`src/rtl/router_pkg.sv`:
```
// Shared definitions for the router port drain path.
// Holds the header field widths, the header field accessors, the drain FSM
// state encoding and the skid buffer entry layout.
package router_pkg;

    localparam int LEN_W  = 6;
    localparam int ADDR_W = 2;
    localparam int BYTE_W = 8;

    typedef enum logic [2:0] {
        IDLE,
        HDR,
        PAY,
        PAR,
        DONE
    } drain_state_e;

    typedef struct packed {
        logic              last;
        logic [BYTE_W-1:0] data;
    } skid_entry_t;

    // Header layout: {len[7:2], addr[1:0]}
    function automatic logic [LEN_W-1:0] hdr_len(input logic [BYTE_W-1:0] hdr);
        return hdr[BYTE_W-1:ADDR_W];
    endfunction

    function automatic logic [ADDR_W-1:0] hdr_addr(input logic [BYTE_W-1:0] hdr);
        return hdr[ADDR_W-1:0];
    endfunction

endpackage

```
`src/rtl/rx_skid_buf.sv`:
```
// Two-entry byte FIFO between the port FIFO reader and the downstream
// ready/valid interface. Each entry carries a data byte and its last marker.
// Ports:
//   clock, reset_n      clock, asynchronous active-low reset
//   flush               drop every stored entry (packet abort)
//   push, push_data,    write one entry; the caller guarantees space via count
//   push_last
//   m_valid, m_data,    output side, head entry of the FIFO
//   m_last, m_ready
//   count               current occupancy, 0..2
module rx_skid_buf
    import router_pkg::*;
(
    input  logic              clock,
    input  logic              reset_n,
    input  logic              flush,
    input  logic              push,
    input  logic [BYTE_W-1:0] push_data,
    input  logic              push_last,
    output logic              m_valid,
    output logic [BYTE_W-1:0] m_data,
    output logic              m_last,
    input  logic              m_ready,
    output logic [1:0]        count
);

    skid_entry_t mem [2];
    logic        rd_ptr;
    logic        wr_ptr;
    logic        pop;
    logic        do_push;

    assign m_valid = (count != 2'd0);
    assign m_data  = mem[rd_ptr].data;
    assign m_last  = mem[rd_ptr].last & m_valid;
    assign pop     = m_valid & m_ready;
    // A push into a full buffer is accepted only when the head leaves the same cycle.
    assign do_push = push & ((count != 2'd2) | pop);

    always_ff @(posedge clock or negedge reset_n) begin
        if (!reset_n) begin
            // NOTE: storage is reset here on purpose: m_data must read 0 while in
            // reset; larger RAMs would normally be left unreset.
            mem[0] <= '0;
            mem[1] <= '0;
            rd_ptr <= 1'b0;
            wr_ptr <= 1'b0;
            count  <= 2'd0;
        end else if (flush) begin
            rd_ptr <= 1'b0;
            wr_ptr <= 1'b0;
            count  <= 2'd0;
        end else begin
            if (do_push) begin
                mem[wr_ptr] <= '{last: push_last, data: push_data};
                wr_ptr      <= ~wr_ptr;
            end
            if (pop) begin
                rd_ptr <= ~rd_ptr;
            end
            unique case ({do_push, pop})
                2'b10:   count <= count + 2'd1;
                2'b01:   count <= count - 2'd1;
                default: count <= count;
            endcase
        end
    end

endmodule

```
`src/rtl/router_port_drain.sv`:
```
// Downstream consumer for one router output port.
// Pops packets {hdr, payload[len], parity} from the port FIFO, forwards the
// header and payload as a ready/valid byte stream with a last marker, checks
// parity and address, and reports a one-cycle status pulse per packet.
// Ports:
//   clock, reset_n                 clock, asynchronous active-low reset
//   valid_out, data_out, read_enb  port FIFO read side (read latency 1)
//   m_valid, m_data, m_last,       forwarded byte stream
//   m_ready
//   sts_valid, sts_len,            per-packet status, fields valid with sts_valid
//   sts_par_err, sts_addr_err,
//   sts_abort
module router_port_drain
    import router_pkg::*;
#(
    parameter logic [ADDR_W-1:0] PORT_ID   = 2'd0,
    parameter int unsigned       STALL_MAX = 64
) (
    input  logic              clock,
    input  logic              reset_n,
    input  logic              valid_out,
    input  logic [BYTE_W-1:0] data_out,
    output logic              read_enb,
    output logic              m_valid,
    output logic [BYTE_W-1:0] m_data,
    output logic              m_last,
    input  logic              m_ready,
    output logic              sts_valid,
    output logic [LEN_W-1:0]  sts_len,
    output logic              sts_par_err,
    output logic              sts_addr_err,
    output logic              sts_abort
);

    localparam int STALL_W = $clog2(STALL_MAX + 1);

    drain_state_e       state;
    drain_state_e       state_nxt;
    logic               in_flight;    // a read was issued last cycle; its byte is on data_out now
    logic [LEN_W-1:0]   req_cnt;      // reads issued in the current state
    logic [LEN_W-1:0]   land_cnt;     // payload bytes captured so far
    logic [LEN_W-1:0]   len_q;
    logic [BYTE_W-1:0]  acc;
    logic [STALL_W-1:0] stall_cnt;
    logic [1:0]         skid_count;
    logic               land;
    logic               in_body;
    logic               stall_hit;
    logic               credit_ok;
    logic               want_rd;
    logic               pay_last;
    logic               skid_push;
    logic               skid_push_last;

    assign land      = in_flight;
    assign in_body   = (state == PAY) || (state == PAR);
    // A landing byte wins over the timeout: it proves the FIFO is still delivering.
    assign stall_hit = in_body && !land && (stall_cnt == STALL_W'(STALL_MAX));
    // Forwarded bytes need a skid slot reserved at issue time, so in-flight reads count.
    assign credit_ok = (skid_count + {1'b0, in_flight}) < 2'd2;
    // Compare before increment so len=63 terminates without the 6-bit counter wrapping.
    assign pay_last  = (land_cnt == len_q - LEN_W'(1));

    always_comb begin
        // NOTE: every combinational output gets a default first so no path leaves it unassigned (no latch).
        want_rd = 1'b0;
        unique case (state)
            HDR:     want_rd = (req_cnt == '0) && credit_ok;
            PAY:     want_rd = (req_cnt < len_q) && credit_ok;
            PAR:     want_rd = (req_cnt == '0);
            default: want_rd = 1'b0;
        endcase
    end

    assign read_enb  = valid_out && want_rd && !stall_hit;
    assign sts_valid = (state == DONE);

    always_comb begin
        state_nxt = state;
        unique case (state)
            IDLE: if (valid_out) state_nxt = HDR;
            HDR:  if (land) state_nxt = (hdr_len(data_out) == '0) ? PAR : PAY;
            PAY: begin
                if (stall_hit)             state_nxt = DONE;
                else if (land && pay_last) state_nxt = PAR;
            end
            PAR:  if (stall_hit || land) state_nxt = DONE;
            DONE: state_nxt = IDLE;
            default: state_nxt = IDLE;
        endcase
    end

    // NOTE: sequential state uses non-blocking assignments so every register samples pre-edge values.
    always_ff @(posedge clock or negedge reset_n) begin
        if (!reset_n) begin
            state     <= IDLE;
            in_flight <= 1'b0;
            req_cnt   <= '0;
            land_cnt  <= '0;
            len_q     <= '0;
            acc       <= '0;
            stall_cnt <= '0;
        end else begin
            state     <= state_nxt;
            in_flight <= read_enb;

            if (state_nxt != state) req_cnt <= '0;
            else if (read_enb)      req_cnt <= req_cnt + LEN_W'(1);

            if (state != PAY) land_cnt <= '0;
            else if (land)    land_cnt <= land_cnt + LEN_W'(1);

            if (!in_body || land)
                stall_cnt <= '0;
            else if (!valid_out && stall_cnt != STALL_W'(STALL_MAX))
                stall_cnt <= stall_cnt + STALL_W'(1);

            if (land && state == HDR) begin
                len_q <= hdr_len(data_out);
                acc   <= data_out;
            end else if (land && state == PAY) begin
                acc   <= acc ^ data_out;
            end
        end
    end

    always_ff @(posedge clock or negedge reset_n) begin
        if (!reset_n) begin
            sts_len      <= '0;
            sts_addr_err <= 1'b0;
            sts_par_err  <= 1'b0;
            sts_abort    <= 1'b0;
        end else if (land && state == HDR) begin
            sts_len      <= hdr_len(data_out);
            sts_addr_err <= (hdr_addr(data_out) != PORT_ID);
            sts_par_err  <= 1'b0;
            sts_abort    <= 1'b0;
        end else if (land && state == PAR) begin
            sts_par_err  <= (acc != data_out);
        end else if (stall_hit) begin
            sts_par_err  <= 1'b1;
            sts_abort    <= 1'b1;
        end
    end

    // Header and payload go downstream; the parity byte only feeds the checker.
    assign skid_push      = land && ((state == HDR) || (state == PAY));
    assign skid_push_last = (state == HDR) ? (hdr_len(data_out) == '0) : pay_last;

    rx_skid_buf u_skid (
        .clock     (clock),
        .reset_n   (reset_n),
        .flush     (stall_hit),
        .push      (skid_push),
        .push_data (data_out),
        .push_last (skid_push_last),
        .m_valid   (m_valid),
        .m_data    (m_data),
        .m_last    (m_last),
        .m_ready   (m_ready),
        .count     (skid_count)
    );

endmodule

```
`config.mk`:
```
export PLATFORM = sky130hd
export DESIGN_NAME = router_port_drain
export DESIGN_NICKNAME = d
export VERILOG_FILES = /design/src/rtl/router_pkg.sv /design/src/rtl/rx_skid_buf.sv /design/src/rtl/router_port_drain.sv
export SDC_FILE = /design/constraint.sdc
export NUM_CORES = 1
export LEC_CHECK = 0
export CAP_MARGIN = 20
export CORE_MARGIN = 5
export CORE_UTILIZATION = 40
export DETAILED_ROUTE_END_ITERATION = 6
export PLACE_DENSITY = 0.71
export SETUP_SLACK_MARGIN = 0.15
export SLEW_MARGIN = 15
export SYNTH_ARGS = -nofsm -noshare
export SYNTH_HDL_FRONTEND = slang
export SYNTH_SLANG_ARGS = --single-unit
```
`constraint.sdc`:
```
create_clock -name clock -period 2.1 [get_ports clock]
set_clock_uncertainty 0.15 [all_clocks]
set_input_delay 0.21 -clock clock [delete_from_list [all_inputs] [get_ports clock]]
set_output_delay 0.21 -clock clock [all_outputs]
set_load 0.005 [all_outputs]
```
* Yosys cells after proc, flatten, opt, wreduce, memory -nomap -nowiden
Cells that the tools add are included.
Storage, ports and cells: logic and storage cells 124, input port bits 12, memory bits (writable) 0, latch bits 0, register bits after elaboration 62, output and inout port bits 21, ROM bits 0, memories kept 0
Operators by class: $lt $le $gt $ge 5, eq/ne operators 14, multipliers 0, shift operators 0, $add $sub $neg 7, bitwise logic cells 10, reductions and logical operators 37, mux-type cells 34, divide/modulo/power cells 0
Operators by type and width (count):
- 9-bit 2-to-1 mux | 4
- 6-bit 2-to-1 mux | 4
- 18-bit bitwise mux | 1
- 2-bit nonzero test | 9
- 8-bit 2-to-1 mux | 2
- 3-bit 2-to-1 mux | 5
- 7-bit 2-to-1 mux | 2
- 1-bit logical AND | 13
- 6-bit by 1-bit adder with 6-bit output (second input constant) | 2
- 6-bit logical NOT | 2
- 3-bit one-hot mux with 4 select lines | 1
- 1-bit 2-to-1 mux | 11
- 9-bit demux with 1-bit select | 1
- 8-bit inequality test | 1
- 8-bit bitwise XOR | 1
- 7-bit by 1-bit adder with 7-bit output (second input constant) | 1
- 7-bit equality test (second input constant) | 1
- 7-bit inequality test (second input constant) | 1
- 3-bit by 2-bit equality test with 1-bit output (second input constant) | 2
- 6-bit equality test | 1
- 6-bit less-than comparator | 1
- 3-bit nonzero test | 2
- 6-bit by 1-bit subtractor with 6-bit output (second input constant) | 1
- 2-bit greater-or-equal comparator (second input constant) | 2
- other kinds (23) | 36

* Depth between registers and ports, before layout
depth in word-level cells 9, mapped depth 8

* Modules after synthesis
A second synthesis with hierarchy kept.
Second synthesis, totals: cell total of the unflattened synthesis 359, area total of the unflattened synthesis 3585.9 sq um
By module, submodules not included:
- router_port_drain | instances 1, cells each 284, seq. area each 1001.0 sq um, area an instance 2537.4 sq um
- rx_skid_buf | instances 1, cells each 75, seq. area each 550.5 sq um, area an instance 1048.5 sq um

* Least setup slack after synthesis
OpenSTA, ideal clock, no wires.
kind register to register, start point register sts_len[2] (netlist name), end point register req_cnt[3], path slack -111 ps, period minus slack after synthesis 2211 ps, setup time 78 ps, arrival 1983 ps, stages on the path, launching flop included 8, buffers on the path 0, cell sequence dfrtp_1 inv_1 ha_1 a21o_1 a31oi_1 o2111ai_4 or4_1 a21oi_1
RTL lines:
- end signal: assignment | RTL line router_port_drain.sv:108 | else if (read_enb) req_cnt <= req_cnt + LEN_W'(1);
- end: declaration | RTL line router_port_drain.sv:40 | logic [LEN_W-1:0] req_cnt;

* Final worst setup path
start point register state[2], end point register in_flight
Between the ends: longest elaborated chain between the ends 6
RTL lines:
- start: declaration | RTL line router_port_drain.sv:37 | drain_state_e state;
- start signal: assignment | RTL line router_port_drain.sv:104 | state <= state_nxt;
- 3-bit by 2-bit equality test with 1-bit output | RTL line router_port_drain.sv:56, router_port_drain.sv:67
- 1-bit logical OR | RTL line router_port_drain.sv:56 | assign in_body = (state == PAY) || (state == PAR);
- 1-bit logical AND (2 in a row) | RTL line router_port_drain.sv:58 | assign stall_hit = in_body && !land && (stall_cnt == STALL_W'(STALL_MAX));
- 1-bit logical NOT | RTL line router_port_drain.sv:75 | assign read_enb = valid_out && want_rd && !stall_hit;
- 1-bit logical AND * | RTL line router_port_drain.sv:75
- end signal: assignment | RTL line router_port_drain.sv:105 | in_flight <= read_enb;
- end: declaration | RTL line router_port_drain.sv:39 | logic in_flight;
Mark *: on every way between the ends. The rest lies on a longest branch, timed or not. A chain may end at the register's enable or synchronous reset.

==> results by group <==
Status
  • Status: complete, but fails checks
  • Failing checks: setup timing

Finish
  • Filler instances: 655
  • Share of layout cells above drive strength 1: 0.384
  • Ant diodes: 0
  • Nets: 508
  • FF+latch area: 0.00155 sq mm
  • Area growth syn-to-layout: 46.6%
  • Area of the multi-input gates: 0.00220 sq mm

Placement
  • Place WS: -0.420 ns
  • GPL Wtd Cong: 0.827
  • Hpwl dp: 6790 um
  • Port bufs: 32

Synthesis
  • Count leader, synth: dfrtp_1
  • Leading register cell type out of synthesis: dfrtp_1
  • Leading area contributor after synthesis: dfrtp_1
  • Yosys warns: 0
  • Top cells by area, synth: dfrtp_1 43%, mux2_2 8.1%, xor2_1 4.8%, a21oi_1 3.9%, ha_1 3.8%
  • Synth Instances: 369
  • Post-synth EDFFs: 0
  • Top post-synthesis cells by count: 62 x dfrtp_1, 33 x nor2_1, 31 x nand2_1
  • Mapped cell area: 0.00363 sq mm
  • Top cell type's share of synthesized area: 0.428
  • Library cells used by synthesis: 54
  • Syn_nets: 392
  • Post-synthesis sequential area ratio: 0.428
  • Post-Syn Area per Cell: 9.83 sq um
  • Async S/R FF share, synth: 1.00
  • Yosys reg bits: 62

Critical path
  • Crit-path cells: buf_4, nand2b_1, nand4b_1, o2111ai_2, o21ai_2, buf_4, buf_6, buf_6, buf_6, buf_6, buf_6, buf_6, buf_6, buf_6, buf_6, buf_6
  • Largest fanout on the critical path: 9
  • Buffers plus inverters on the worst setup path: 12
  • Reg2reg path depth: 16
  • CP max stage delay: 0.38 ns
  • Worst setup EP type: flop
  • Top cell family by delay on the critical path: buffers and inverters
  • Arrival @ worst endpoint: 2.90 ns
  • Most numerous cell on the critical path: buf_6
  • Startpoint Class: flop
  • Required time worst endpoint: 2.20 ns
  • CP Depth: 16
  • Max stage delay cell, worst path: dfrtp_1
  • Category of the most critical setup path: reg2reg

Clock network
  • CTS tree: yes
  • CTS Sinks: 62
  • Clock transition at path regs: 0.08 ns
  • Root buffer cell: clkbuf_8
  • Maximum root-to-sink buffer count: 2
  • H-tree depth: 3
  • CTS Buf Count: 9
  • Clk Latency, worst-skew pair: 0.35 ns

Power
  • Power Dens Cells: 1460 mW/mm^2
  • VDD IR max: 0.000774 V
  • Leak: 2.31 nW
  • Total power draw: 7.76 mW

STA
  • Headroom to the max-slew limit: 0.731
  • Minimum clock period: 2.80 ns
  • Fin crit share: 1.33
  • Final setup fails: 9
  • Hold Violations, Final: 0
  • Final setup margin: -0.700 ns
  • Setup TNS after final layout: -4.31 ns
  • Unrepaired setup endpoints after global routing: yes
  • Pins Over Slew Limit: 0
  • Fmax: 357 MHz
  • Slew @ Worst Pin: 0.404 ns
  • WHS: 0.244 ns

Route
  • Wire length per cell: 18.1 um
  • Starting DRT DRC Count: 216
  • Total wire length: 10800 um
  • Avg Vias per Cell: 5.61
  • Vias: 3355
  • Antenna Nets Post-Route: 0
  • 1st-pass router iterations: 6
  • DRC: 0

GRT
  • Vias in the first global route: 3541
  • Antenna violations before repair: 0
  • First-pass GRT wire length: 17400 um
  • Overflow after GRT: 0
  • Largest net degree at the start of global routing: 63
  • Total track usage: 0.191

Worst hold path
  • Hold crit path type: in2async

Floorplanning
  • DIE AREA: 0.0111 sq mm
  • Die extent in y: 105 um
  • Die extent in x: 105 um
  • Initial Utilization: 0.414
  • Core Region: 0.00876 sq mm
  • # rows: 34
  • Top Ports: 33

Run
  • Max-Cap Viols: 0
routing by layer:
metal | global-route usage | part of all wire | vias up
met5 | 0 | 0 | -
met4 | 0.0721 | 0.016 | 0
met3 | 0.0348 | 0.042 | 15
met2 | 0.325 | 0.53 | 90
met1 | 0.240 | 0.42 | 1702
li1 | - | - | 1548
per-stage QoR:
step	instance area, sq um	std cells	utilization
after global routing	5320	598	0.607
final	5320	598	0.607
after detailed placement	4500	548	0.514
after global placement	4500	548	0.514
after CTS	5150	592	0.588
after floorplan	3680	369	-
registers in the layout (all words and copies together), names as in the netlist:
register	count
u_skid.mem	18
acc	8
stall_cnt	7
land_cnt	6
req_cnt	6
sts_len	6
state	3
u_skid.count	2
in_flight	1
sts_abort	1
sts_addr_err	1
sts_par_err	1
u_skid.rd_ptr	1
u_skid.wr_ptr	1
cell usage in the layout, fill, tap and decap left out, types with 3 or more instances in the layout:
cell type and count:
a21oi_1 24, a21oi_2 3, buf_4 66, buf_6 25, clkbuf_8 9, clkdlybuf4s50_1 19, dfrtp_1 60, dlygate4sd2_1 9
ha_1 4, ha_4 6, inv_1 9, inv_2 5, inv_6 3, mux2_2 24, mux2i_1 4, nand2_1 30
nand2b_1 3, nand3_1 5, nand4_1 5, nor2_1 30, nor2_2 3, nor3_1 5, nor4_1 3, o211ai_1 11
o21ai_0 12, o221ai_1 6, or3_1 6, xnor2_1 10, xor2_1 19
worst register-to-register path: stages (launching register included):
cell       delay, ns
dfrtp_1         0.38
buf_4           0.18
nand2b_1        0.19
nand4b_1        0.32
o2111ai_2       0.20
o21ai_2         0.11
buf_4           0.15
buf_6           0.10
buf_6           0.10
buf_6           0.10
buf_6           0.10
buf_6           0.10
buf_6           0.10
buf_6           0.10
buf_6           0.10
buf_6           0.10
buf_6           0.10
worst paths after layout:
check                      slack (ns)                  startpoint                           to
min in group clock               0.36  u_skid.mem[15]$_DFFE_PN0P_   u_skid.mem[15]$_DFFE_PN0P_
setup reg to reg                -0.70          state[2]$_DFF_PN0_          in_flight$_DFF_PN0_
setup / recovery                -0.70          state[2]$_DFF_PN0_          in_flight$_DFF_PN0_
hold reg to reg                  0.36  u_skid.mem[15]$_DFFE_PN0P_   u_skid.mem[15]$_DFFE_PN0P_
hold / removal                   0.24                     reset_n     stall_cnt[6]$_DFFE_PN0P_
max in group asynchronous        1.28                     reset_n  u_skid.count[1]$_DFFE_PN0P_
report_power, final:
group	switching [mW]	total, mW	internal, mW
combinational	2.07	4.59	2.52
clock	0.556	1.24	0.685
sequential	0.314	1.93	1.61
total	2.95	7.76	4.81
area by class of cell:
type                       instances  share of cell area
clock buffer                       9              0.0233
clock inverter                     7              0.0195
inverter                          15              0.0106
multi-input combinational        271               0.414
sequential                        62               0.292
tap                              108              0.0254
timing repair buffer             126               0.215
repair_timing:
action / CTS / global route
hold buffers: 1 / 0
resized for setup: 62 / 29
buffers inserted: 27 / 6
pin swaps: 18 / 14
setup endpoints to repair: 22 / 37
endpoints found under the hold margin: 62 / 0
cloned: 0 / 0
cells by family (layout without fill, tap and decap cells):
logic type	Yosys count	after routing	share of synthesized area
and+or+nand+nor	117	117	0.166
muxes	30	30	0.0918
AOI/OAI and AO/OA	82	82	0.153
buffers and inverters	36	157	0.0435
xor gates and xnor gates	31	31	0.0801
adders and majority gates	11	11	0.0380
DFF	62	62	0.428
No activity file was read; power rests on OpenSTA's default activity.
